--- src/rtl/mcc_pkg.sv ---
// Shared MCC types and constants: state encoding, crossbar sizing, saturating add.
// Latency: n/a (declarations only).
// Backpressure: n/a.
package mcc_pkg;

    localparam int STATE_WIDTH   = 5;
    localparam int MCC_DATA_W    = 32;
    localparam int MCC_XBAR_SIZE = 32;
    localparam int MCC_SEL_W     = $clog2(MCC_XBAR_SIZE);

    typedef enum logic [STATE_WIDTH-1:0] {
        ST_IDLE   = 5'd0,
        ST_LOAD   = 5'd1,
        ST_PROG   = 5'd2,
        ST_SETTLE = 5'd3,
        ST_SENSE  = 5'd4,
        ST_CHECK  = 5'd5,
        ST_DONE   = 5'd6
    } xbar_state_t;

    // Unsigned amplitude plus signed correction, clamped to [0, 2^W-1].
    // Two guard bits: the top one flags a negative sum, the next one an overflow.
    function automatic logic [MCC_DATA_W-1:0] sat_add(
        input logic        [MCC_DATA_W-1:0] a,
        input logic signed [MCC_DATA_W:0]   d
    );
        logic signed [MCC_DATA_W+1:0] s;
        s = $signed({2'b00, a}) + $signed({d[MCC_DATA_W], d});
        if (s[MCC_DATA_W+1])
            return '0;
        else if (s[MCC_DATA_W])
            return '1;
        else
            return s[MCC_DATA_W-1:0];
    endfunction

endpackage

--- src/rtl/xbar_prog_ctrl_if.sv ---
// Target stream, DAC/mux and ADC signals between the sequencer and the analog front end.
// Latency: n/a (wiring only).
// Backpressure: tgt_valid/tgt_ready on the target stream; sense_req held until adc_valid.
interface xbar_prog_ctrl_if
    import mcc_pkg::*;
#(
    parameter int DATA_W = MCC_DATA_W,
    parameter int SEL_W  = MCC_SEL_W
);
    logic              tgt_valid;
    logic [DATA_W-1:0] tgt_data;
    logic              tgt_ready;
    logic              dac_en;
    logic [DATA_W-1:0] dac_data;
    logic [SEL_W-1:0]  mux_sel;
    logic              sense_req;
    logic              adc_valid;
    logic [DATA_W-1:0] adc_data;

    // Sequencer side
    modport master (
        input  tgt_valid, tgt_data, adc_valid, adc_data,
        output tgt_ready, dac_en, dac_data, mux_sel, sense_req
    );

    // Controller / analog front-end side
    modport slave (
        output tgt_valid, tgt_data, adc_valid, adc_data,
        input  tgt_ready, dac_en, dac_data, mux_sel, sense_req
    );
endinterface

--- src/rtl/xbar_err_calc.sv ---
// Program-verify error: signed target-minus-reading, tolerance flag, saturated next amplitude.
// Latency: combinational.
// Backpressure: none.
module xbar_err_calc
    import mcc_pkg::*;
#(
    parameter int TOL = 4
) (
    input  logic [MCC_DATA_W-1:0] tgt,
    input  logic [MCC_DATA_W-1:0] adc,
    input  logic [MCC_DATA_W-1:0] amp,
    output logic                  in_tol,
    output logic [MCC_DATA_W-1:0] amp_nxt
);
    localparam logic signed [MCC_DATA_W:0] TOL_S = (MCC_DATA_W+1)'(TOL);

    // One extra bit keeps the full unsigned difference range representable.
    logic signed [MCC_DATA_W:0] err;

    assign err     = $signed({1'b0, tgt}) - $signed({1'b0, adc});
    assign in_tol  = (err <= TOL_S) && (err >= -TOL_S);
    assign amp_nxt = sat_add(amp, err);
endmodule

--- src/rtl/xbar_prog_ctrl.sv ---
// Crossbar program-and-verify sequencer: loads targets, then pulses/senses each cell until in tolerance.
// Latency: per iteration PROG 1 + SETTLE_CYC + SENSE (>=1) + CHECK 1 cycles; done one cycle after last CHECK.
// Backpressure: tgt_ready only in LOAD; SENSE waits indefinitely for adc_valid; start ignored while busy.
module xbar_prog_ctrl
    import mcc_pkg::*;
#(
    parameter int XBAR_SIZE  = MCC_XBAR_SIZE,
    parameter int SEL_W      = MCC_SEL_W,
    parameter int DATA_W     = MCC_DATA_W,   // datapath math is sized by MCC_DATA_W; keep equal
    parameter int ITER_MAX   = 5,
    parameter int TOL        = 4,
    parameter int SETTLE_CYC = 2
) (
    input  logic                 clk,
    input  logic                 rst,
    input  logic                 start,
    xbar_prog_ctrl_if.master     bus,
    output logic                 busy,
    output logic                 done,
    output logic [XBAR_SIZE-1:0] fail_map
);
    localparam int ITER_W = $clog2(ITER_MAX + 1);
    localparam int SET_W  = $clog2(SETTLE_CYC + 1);

    xbar_state_t       state, state_nxt;
    logic [DATA_W-1:0] tgt_arr [XBAR_SIZE];
    logic [SEL_W-1:0]  load_cnt;
    logic [SEL_W-1:0]  idx;
    logic [SEL_W-1:0]  idx_inc;
    logic [ITER_W-1:0] iter;
    logic [SET_W-1:0]  settle_cnt;
    logic [DATA_W-1:0] amp;
    logic [DATA_W-1:0] adc_q;
    logic [DATA_W-1:0] amp_nxt;
    logic              tgt_ready_q, dac_en_q, sense_req_q;
    logic              accept, load_last, last_cell, cell_end, in_tol;

    assign accept    = bus.tgt_valid && (state == ST_LOAD);
    assign load_last = (load_cnt == SEL_W'(XBAR_SIZE - 1));
    assign last_cell = (idx == SEL_W'(XBAR_SIZE - 1));
    assign cell_end  = in_tol || (iter == ITER_W'(ITER_MAX));
    assign idx_inc   = idx + 1'b1;

    xbar_err_calc #(
        .TOL (TOL)
    ) u_err_calc (
        .tgt     (tgt_arr[idx]),
        .adc     (adc_q),
        .amp     (amp),
        .in_tol  (in_tol),
        .amp_nxt (amp_nxt)
    );

    // State register
    always_ff @(posedge clk or posedge rst) begin
        if (rst)
            state <= ST_IDLE;
        else
            state <= state_nxt;
    end

    // Next-state decode
    always_comb begin
        state_nxt = state;
        case (state)
            ST_IDLE:   if (start) state_nxt = ST_LOAD;
            ST_LOAD:   if (accept && load_last) state_nxt = ST_PROG;
            ST_PROG:   state_nxt = ST_SETTLE;
            ST_SETTLE: if (settle_cnt == SET_W'(SETTLE_CYC - 1)) state_nxt = ST_SENSE;
            ST_SENSE:  if (bus.adc_valid) state_nxt = ST_CHECK;
            ST_CHECK:  state_nxt = (cell_end && last_cell) ? ST_DONE : ST_PROG;
            ST_DONE:   state_nxt = ST_IDLE;
            default:   state_nxt = ST_IDLE;
        endcase
    end

    // Target store, cell/iteration counters, amplitude and fail map
    always_ff @(posedge clk or posedge rst) begin
        if (rst) begin
            for (int i = 0; i < XBAR_SIZE; i++)
                tgt_arr[i] <= '0;
            load_cnt   <= '0;
            idx        <= '0;
            iter       <= '0;
            settle_cnt <= '0;
            amp        <= '0;
            adc_q      <= '0;
            fail_map   <= '0;
        end else begin
            case (state)
                ST_IDLE: begin
                    if (start) begin
                        fail_map <= '0;
                        load_cnt <= '0;
                    end
                end
                ST_LOAD: begin
                    if (accept) begin
                        tgt_arr[load_cnt] <= bus.tgt_data;
                        load_cnt          <= load_cnt + 1'b1;
                        if (load_last) begin
                            idx  <= '0;
                            iter <= '0;
                            // cell 0 is only already stored when it is not also the last target
                            amp  <= (load_cnt == '0) ? bus.tgt_data : tgt_arr[0];
                        end
                    end
                end
                ST_PROG: begin
                    iter       <= iter + 1'b1;
                    settle_cnt <= '0;
                end
                ST_SETTLE: settle_cnt <= settle_cnt + 1'b1;
                ST_SENSE: begin
                    if (bus.adc_valid)
                        adc_q <= bus.adc_data;
                end
                ST_CHECK: begin
                    if (cell_end) begin
                        if (!in_tol)
                            fail_map[idx] <= 1'b1;
                        if (!last_cell) begin
                            idx  <= idx_inc;
                            iter <= '0;
                            amp  <= tgt_arr[idx_inc];
                        end
                    end else begin
                        amp <= amp_nxt;
                    end
                end
                default: ;
            endcase
        end
    end

    // Registered strobes, decoded from the state being entered
    always_ff @(posedge clk or posedge rst) begin
        if (rst) begin
            tgt_ready_q <= 1'b0;
            dac_en_q    <= 1'b0;
            sense_req_q <= 1'b0;
            busy        <= 1'b0;
            done        <= 1'b0;
        end else begin
            tgt_ready_q <= (state_nxt == ST_LOAD);
            dac_en_q    <= (state_nxt == ST_PROG);
            sense_req_q <= (state_nxt == ST_SENSE);
            busy        <= (state_nxt != ST_IDLE);
            done        <= (state_nxt == ST_DONE);
        end
    end

    assign bus.tgt_ready = tgt_ready_q;
    assign bus.dac_en    = dac_en_q;
    assign bus.dac_data  = amp;
    assign bus.mux_sel   = idx;
    assign bus.sense_req = sense_req_q;
endmodule
--- src/flat_wrapper.sv ---
// flat-port wrapper written by rule: the top's interface ports become plain ports
module xbar_prog_ctrl_flat import mcc_pkg::*;
#(
    parameter int XBAR_SIZE  = MCC_XBAR_SIZE,
    parameter int SEL_W      = MCC_SEL_W,
    parameter int DATA_W     = MCC_DATA_W,                                                      
    parameter int ITER_MAX   = 5,
    parameter int TOL        = 4,
    parameter int SETTLE_CYC = 2
)
  (clk, rst, start, busy, done, fail_map, bus_tgt_valid, bus_tgt_data, bus_adc_valid, bus_adc_data, bus_tgt_ready, bus_dac_en, bus_dac_data, bus_mux_sel, bus_sense_req);
  xbar_prog_ctrl_if #(.DATA_W(DATA_W), .SEL_W(SEL_W)) bus_i ();
  input  logic clk;
  input  logic rst;
  input  logic start;
  output logic busy;
  output logic done;
  output logic [XBAR_SIZE-1:0] fail_map;
  input wire logic [$bits(bus_i.tgt_valid)-1:0] bus_tgt_valid;
  input wire logic [$bits(bus_i.tgt_data)-1:0] bus_tgt_data;
  input wire logic [$bits(bus_i.adc_valid)-1:0] bus_adc_valid;
  input wire logic [$bits(bus_i.adc_data)-1:0] bus_adc_data;
  output wire logic [$bits(bus_i.tgt_ready)-1:0] bus_tgt_ready;
  output wire logic [$bits(bus_i.dac_en)-1:0] bus_dac_en;
  output wire logic [$bits(bus_i.dac_data)-1:0] bus_dac_data;
  output wire logic [$bits(bus_i.mux_sel)-1:0] bus_mux_sel;
  output wire logic [$bits(bus_i.sense_req)-1:0] bus_sense_req;
  assign bus_i.tgt_valid = bus_tgt_valid;
  assign bus_i.tgt_data = bus_tgt_data;
  assign bus_i.adc_valid = bus_adc_valid;
  assign bus_i.adc_data = bus_adc_data;
  assign bus_tgt_ready = bus_i.tgt_ready;
  assign bus_dac_en = bus_i.dac_en;
  assign bus_dac_data = bus_i.dac_data;
  assign bus_mux_sel = bus_i.mux_sel;
  assign bus_sense_req = bus_i.sense_req;
  xbar_prog_ctrl #(.XBAR_SIZE(XBAR_SIZE), .SEL_W(SEL_W), .DATA_W(DATA_W), .ITER_MAX(ITER_MAX), .TOL(TOL), .SETTLE_CYC(SETTLE_CYC)) u_core (.clk(clk), .rst(rst), .start(start), .bus(bus_i), .busy(busy), .done(done), .fail_map(fail_map));
endmodule
--- config.mk ---
export PLATFORM = sky130hd
export DESIGN_NAME = xbar_prog_ctrl_flat
export DESIGN_NICKNAME = d
export VERILOG_FILES = /design/src/rtl/mcc_pkg.sv /design/src/rtl/xbar_prog_ctrl_if.sv /design/src/rtl/xbar_err_calc.sv /design/src/rtl/xbar_prog_ctrl.sv /design/src/flat_wrapper.sv
export SDC_FILE = /design/constraint.sdc
export NUM_CORES = 2
export LEC_CHECK = 0
export CELL_PAD_IN_SITES_DETAIL_PLACEMENT = 2
export CELL_PAD_IN_SITES_GLOBAL_PLACEMENT = 2
export CORE_MARGIN = 2
export CORE_UTILIZATION = 51
export CTS_BUF_LIST = sky130_fd_sc_hd__clkbuf_8
export DETAILED_ROUTE_END_ITERATION = 7
export GPL_TIMING_DRIVEN = 0
export PLACE_DENSITY = 0.92
export SYNTH_ARGS = -nofsm -noshare
export SYNTH_HDL_FRONTEND = slang
export SYNTH_HIERARCHICAL = 1
export SYNTH_SLANG_ARGS = --single-unit
--- constraint.sdc ---
create_clock -name clk -period 64.8 [get_ports clk]
set_clock_uncertainty 0.05 [all_clocks]
set_input_delay 12.96 -clock clk [delete_from_list [all_inputs] [get_ports clk]]
set_output_delay 12.96 -clock clk [all_outputs]
set_load 0.01 [all_outputs]
==> results.tsv, run 1 <==
metric	value	unit
outcome	stopped before the end	
haltStage	5_1_grt	
firstError	[ERROR GRT-0232] Routing congestion too high. Check the congestion heatmap in the GUI.	
dp_slack	48.11	ns
synth_ff_type	dfrtp_1	
synth_seq_area_share	45.5	%
die_w	355	um
grt_usage	80.9	%
dieHeight	355	um
start_util	51.5	%
cts_buffers	197	
cts_num_sinks	1145	
antenna_found_initial	96	
synth_edf_count	0	
synthArstFlopShare	100	%
root_buffer	clkbuf_8	
syn_avg_cell_area	13.8	sq um
gp_congestion	1.02	
synth.ff_latch_count	1145	
cts_buffer_depth	3	
num_rows	128	
hpwl	221000	um
grt_max_degree	132	
overflow	249	
ys_types	80	
ios	143	
syn_inst	4559	
cts_setup_buffers	0	
syn-cell-area	63000	sq um
port_buffers	142	
ys_warn_count	6	
cts_resized	0	
cts_hold_buffers	0	
place_area	66900	sq um
htreeDepth	4	
synthesized netlist by cell type (70+ instances only):
cell type / n / share of area (%)
a21oi_1: 169 / 1.3
clkbuf_1: 252 / 1.5
a31oi_1: 76 / 0.76
inv_1: 70 / 0.42
mux4_2: 512 / 18
ha_1: 79 / 1.6
mux2i_1: 93 / 1.5
buf_2: 109 / 0.87
nand2_1: 201 / 1.2
mux2_2: 996 / 18
dfrtp_1: 1145 / 46
nor2_1: 150 / 0.89
a22oi_1: 128 / 1.5
stage by stage:
stage / util [%] / hold slack, ns / std cells
after CTS: 58.0 / 0.468 / 6695
after detailed placement: 54.8 / 0.445 / 6349
after global placement: 54.3 / 0.433 / 6327
after floorplan: - / 0.413 / 4560
per-layer routing:
| metal | track usage, % | overflow |
|---|---|---|
| met5 | 50.8 | 0 |
| met2 | 93.5 | 126 |
| met4 | 79.1 | 114 |
| met3 | 70.5 | 2 |
| met1 | 80.2 | 7 |
logic make-up after synthesis:
kind of cell,synth area share [%]
compound gates,6.10
xor+xnor,0.849
fa+ha+maj,1.63
buf+inv,3.20
flops,45.5
mux,38.7
other cells,0.00596
simple gates,4.01
==> run 2: changes to the inputs <==
--- a/config.mk
+++ b/config.mk
@@ -5,14 +5,11 @@
 export SDC_FILE = /design/constraint.sdc
 export NUM_CORES = 2
 export LEC_CHECK = 0
-export CELL_PAD_IN_SITES_DETAIL_PLACEMENT = 2
-export CELL_PAD_IN_SITES_GLOBAL_PLACEMENT = 2
 export CORE_MARGIN = 2
-export CORE_UTILIZATION = 51
-export CTS_BUF_LIST = sky130_fd_sc_hd__clkbuf_8
+export CORE_UTILIZATION = 37
 export DETAILED_ROUTE_END_ITERATION = 7
 export GPL_TIMING_DRIVEN = 0
-export PLACE_DENSITY = 0.92
+export PLACE_DENSITY_LB_ADDON = 0.15
 export SYNTH_ARGS = -nofsm -noshare
 export SYNTH_HDL_FRONTEND = slang
 export SYNTH_HIERARCHICAL = 1
==> run 2 against run 1 <==
The flow now finishes, with violations (max-capacitance violations, max-slew violations); synthesized cell count is the same; synthesized area is the same.
==> results.tsv, run 2 <==
metric	value	unit
port_buffers	142	
synth_edf_count	0	
first_pass_iters	6	
crit_path_end_kind	flop	
crit_arrival	16.22	ns
drv_slew	22	
syn_avg_cell_area	13.8	sq um
timing.hold.ws	0.445	ns
ios	143	
clock_latency	0.81	ns
drt_wl_total	250000	um
rsz0062_at_grt	false	
comb_power_share	15.2	%
hpwl	192000	um
power_leakage	31.8	nW
total_power	0.00179	W
multi_input_area	32300	sq um
timing.critical_path.cells	clkdlybuf4s50_1, nor3b_4, nand2_1, nor2_1, buf_2, mux2_2	
violations	max-capacitance violations, max-slew violations	
peakVddDrop	16.8	uV
crit_type	input port to flop	
power.switching	0.000510	W
grt_usage	28.7	%
num_rows	151	
cts_hold_buffers	0	
layout_min_cycle_time	15.60	ns
fmax	64.1	MHz
overflow	0	
finalCritPeriodShare	24.1	%
synth_area_leaders	dfrtp_1, mux4_2, mux2_2, ha_1, a22oi_1	
grt_pass1_wl	350000	um
layout_common_cells	dfrtp_1, mux2_2, mux4_2	
antenna_found_initial	13	
relSlewSlack	-1.88	%
final_antenna_net_count	0	
dieHeight	416	um
synth_seq_area_share	45.5	%
regArea	28700	sq um
cts_tree	done	
largest_reg_flops	1024	
root_buffer	clkbuf_16	
syn2layout_area_growth	14.7	%
finalSetupViolations	0	
tns	0	ns
synthArstFlopShare	100	%
synth_ff_type	dfrtp_1	
fillers	15664	
syn_inst	4559	
largest_register	u_core/tgt_arr	
cts_buffer_depth	3	
hold_path_class	flop to flop	
timing.final.ws_setup	49.20	ns
gp_congestion	0.999	
drive_gt1_share	38.7	%
start_util	37.2	%
ys_warn_count	6	
dp_cells	6939	
dp_slack	48.56	ns
internal_power	0.00128	W
synth.ff_latch_count	1145	
p_per_area	24.8	nW/um^2
cts_num_sinks	1145	
syn-cell-area	63000	sq um
cts_setup_buffers	0	
path_max_fanout	10	
drc	0	
outcome	finished with violations	
cts_resized	0	
core	169000	sq um
max-cap-violations	2	
synth_top_area_cell	dfrtp_1	
cts_buffers	135	
yosysTopAreaCellShare	45.5	%
synth_most_common_cell	dfrtp_1	
worst_slew_pin_slew	1.53	ns
hold_viol	0	
synth_commonest_cells	dfrtp_1, mux2_2, mux4_2, clkbuf_1, nand2_1	
final_common_cell	dfrtp_1	
seqPwrFrac	40.8	%
grt_max_degree	124	
viasPerCell	6.24	
clk_pin_slew	0.06	ns
avgRoutedWirePerCell	34.8	um
fin_nets	5009	
critical-path-slowest-cell	nor2_1	
power_frac_clock	44.0	%
cp_data_required_time	65.41	ns
grt_pass1_vias	43899	
cpPeakStageDelay	0.85	ns
die-area	173000	sq um
vias	44795	
htreeDepth	4	
ys_types	80	
final_cells	7180	
die_w	416	um
critical_path.startpoint_type	input port	
p_sw_share	28.5	%
first_iter_violations	4740	
-- run 2: power by group through the flow --
stage / clock network [W] / registers (W) / logic (W)
after floorplan: 0 / 0.000743 / 0.000175
after global placement: 0 / 0.000746 / 0.000263
after detailed placement: 0 / 0.000744 / 0.000267
after CTS: 0.000804 / 0.000731 / 0.000269
after global routing: 0.000832 / 0.000732 / 0.000293
final: 0.000789 / 0.000732 / 0.000273
-- run 2: metrics by stage --
stage / utilization (%) / cell area [sq um]
floorplan: - / 63000
global placement: 39.7 / 67200
detailed placement: 40.0 / 67600
CTS: 42.6 / 72200
global route: 42.6 / 72200
finish: 42.7 / 72200
-- run 2: area by class of cell --
class | instances | area share, %
inverters | 70 | 0.374
clock buffers | 192 | 5.57
well taps | 2218 | 3.84
diodes | 3 | 0.0104
plain buffers | 428 | 2.49
flip-flops and latches | 1145 | 39.7
multi-input cells | 2917 | 44.8
clock inverters | 45 | 0.717
repair buffers | 162 | 2.56
-- run 2: kinds of logic after synthesis --
group           Yosys count  synth area share (%)
mux                    1661                  38.7
flops                  1145                  45.5
compound gates          574                  6.10
simple gates            538                  4.01
buf+inv                 498                  3.20
fa+ha+maj                81                  1.63
xor+xnor                 61                 0.849
other cells               1               0.00596
-- run 2: path summary, 6_finish.rpt --
| kind | from | to | slack [ns] | cells past startpoint |
|---|---|---|---|---|
| min reg2reg | u_core/fail_map[16] | u_core/fail_map[16] | 0.44 | 2 |
| max in group asynchronous | rst | u_core/tgt_arr[949] | 49.60 | 6 |
| max | bus_tgt_valid | u_core/tgt_arr[184] | 49.20 | 6 |
| min | u_core/fail_map[16] | u_core/fail_map[16] | 0.44 | 2 |
| max reg2reg | u_core/bus.mux_sel[0] | u_core/bus.dac_data[25] | 51.78 | 36 |
| min in group asynchronous | rst | u_core/adc_q[1] | 12.59 | 2 |
-- run 2: layer usage --
metal  track usage (%)  routed length [um]  vias to the layer above
met5             0.472                 138                        -
met4              11.9               11400                        6
met3              7.77               22100                      457
met2              43.6              112000                     2077
met1              38.9              105000                    24124
li1                  -                   -                    18131
-- run 2: worst max-delay path, delay by kind of cell --
kind / cells / cell delay (ns)
buf+inv: 2 / 1.04
mux: 1 / 0.39
simple gates: 3 / 1.80
No activity file was read; power rests on OpenSTA's default activity.
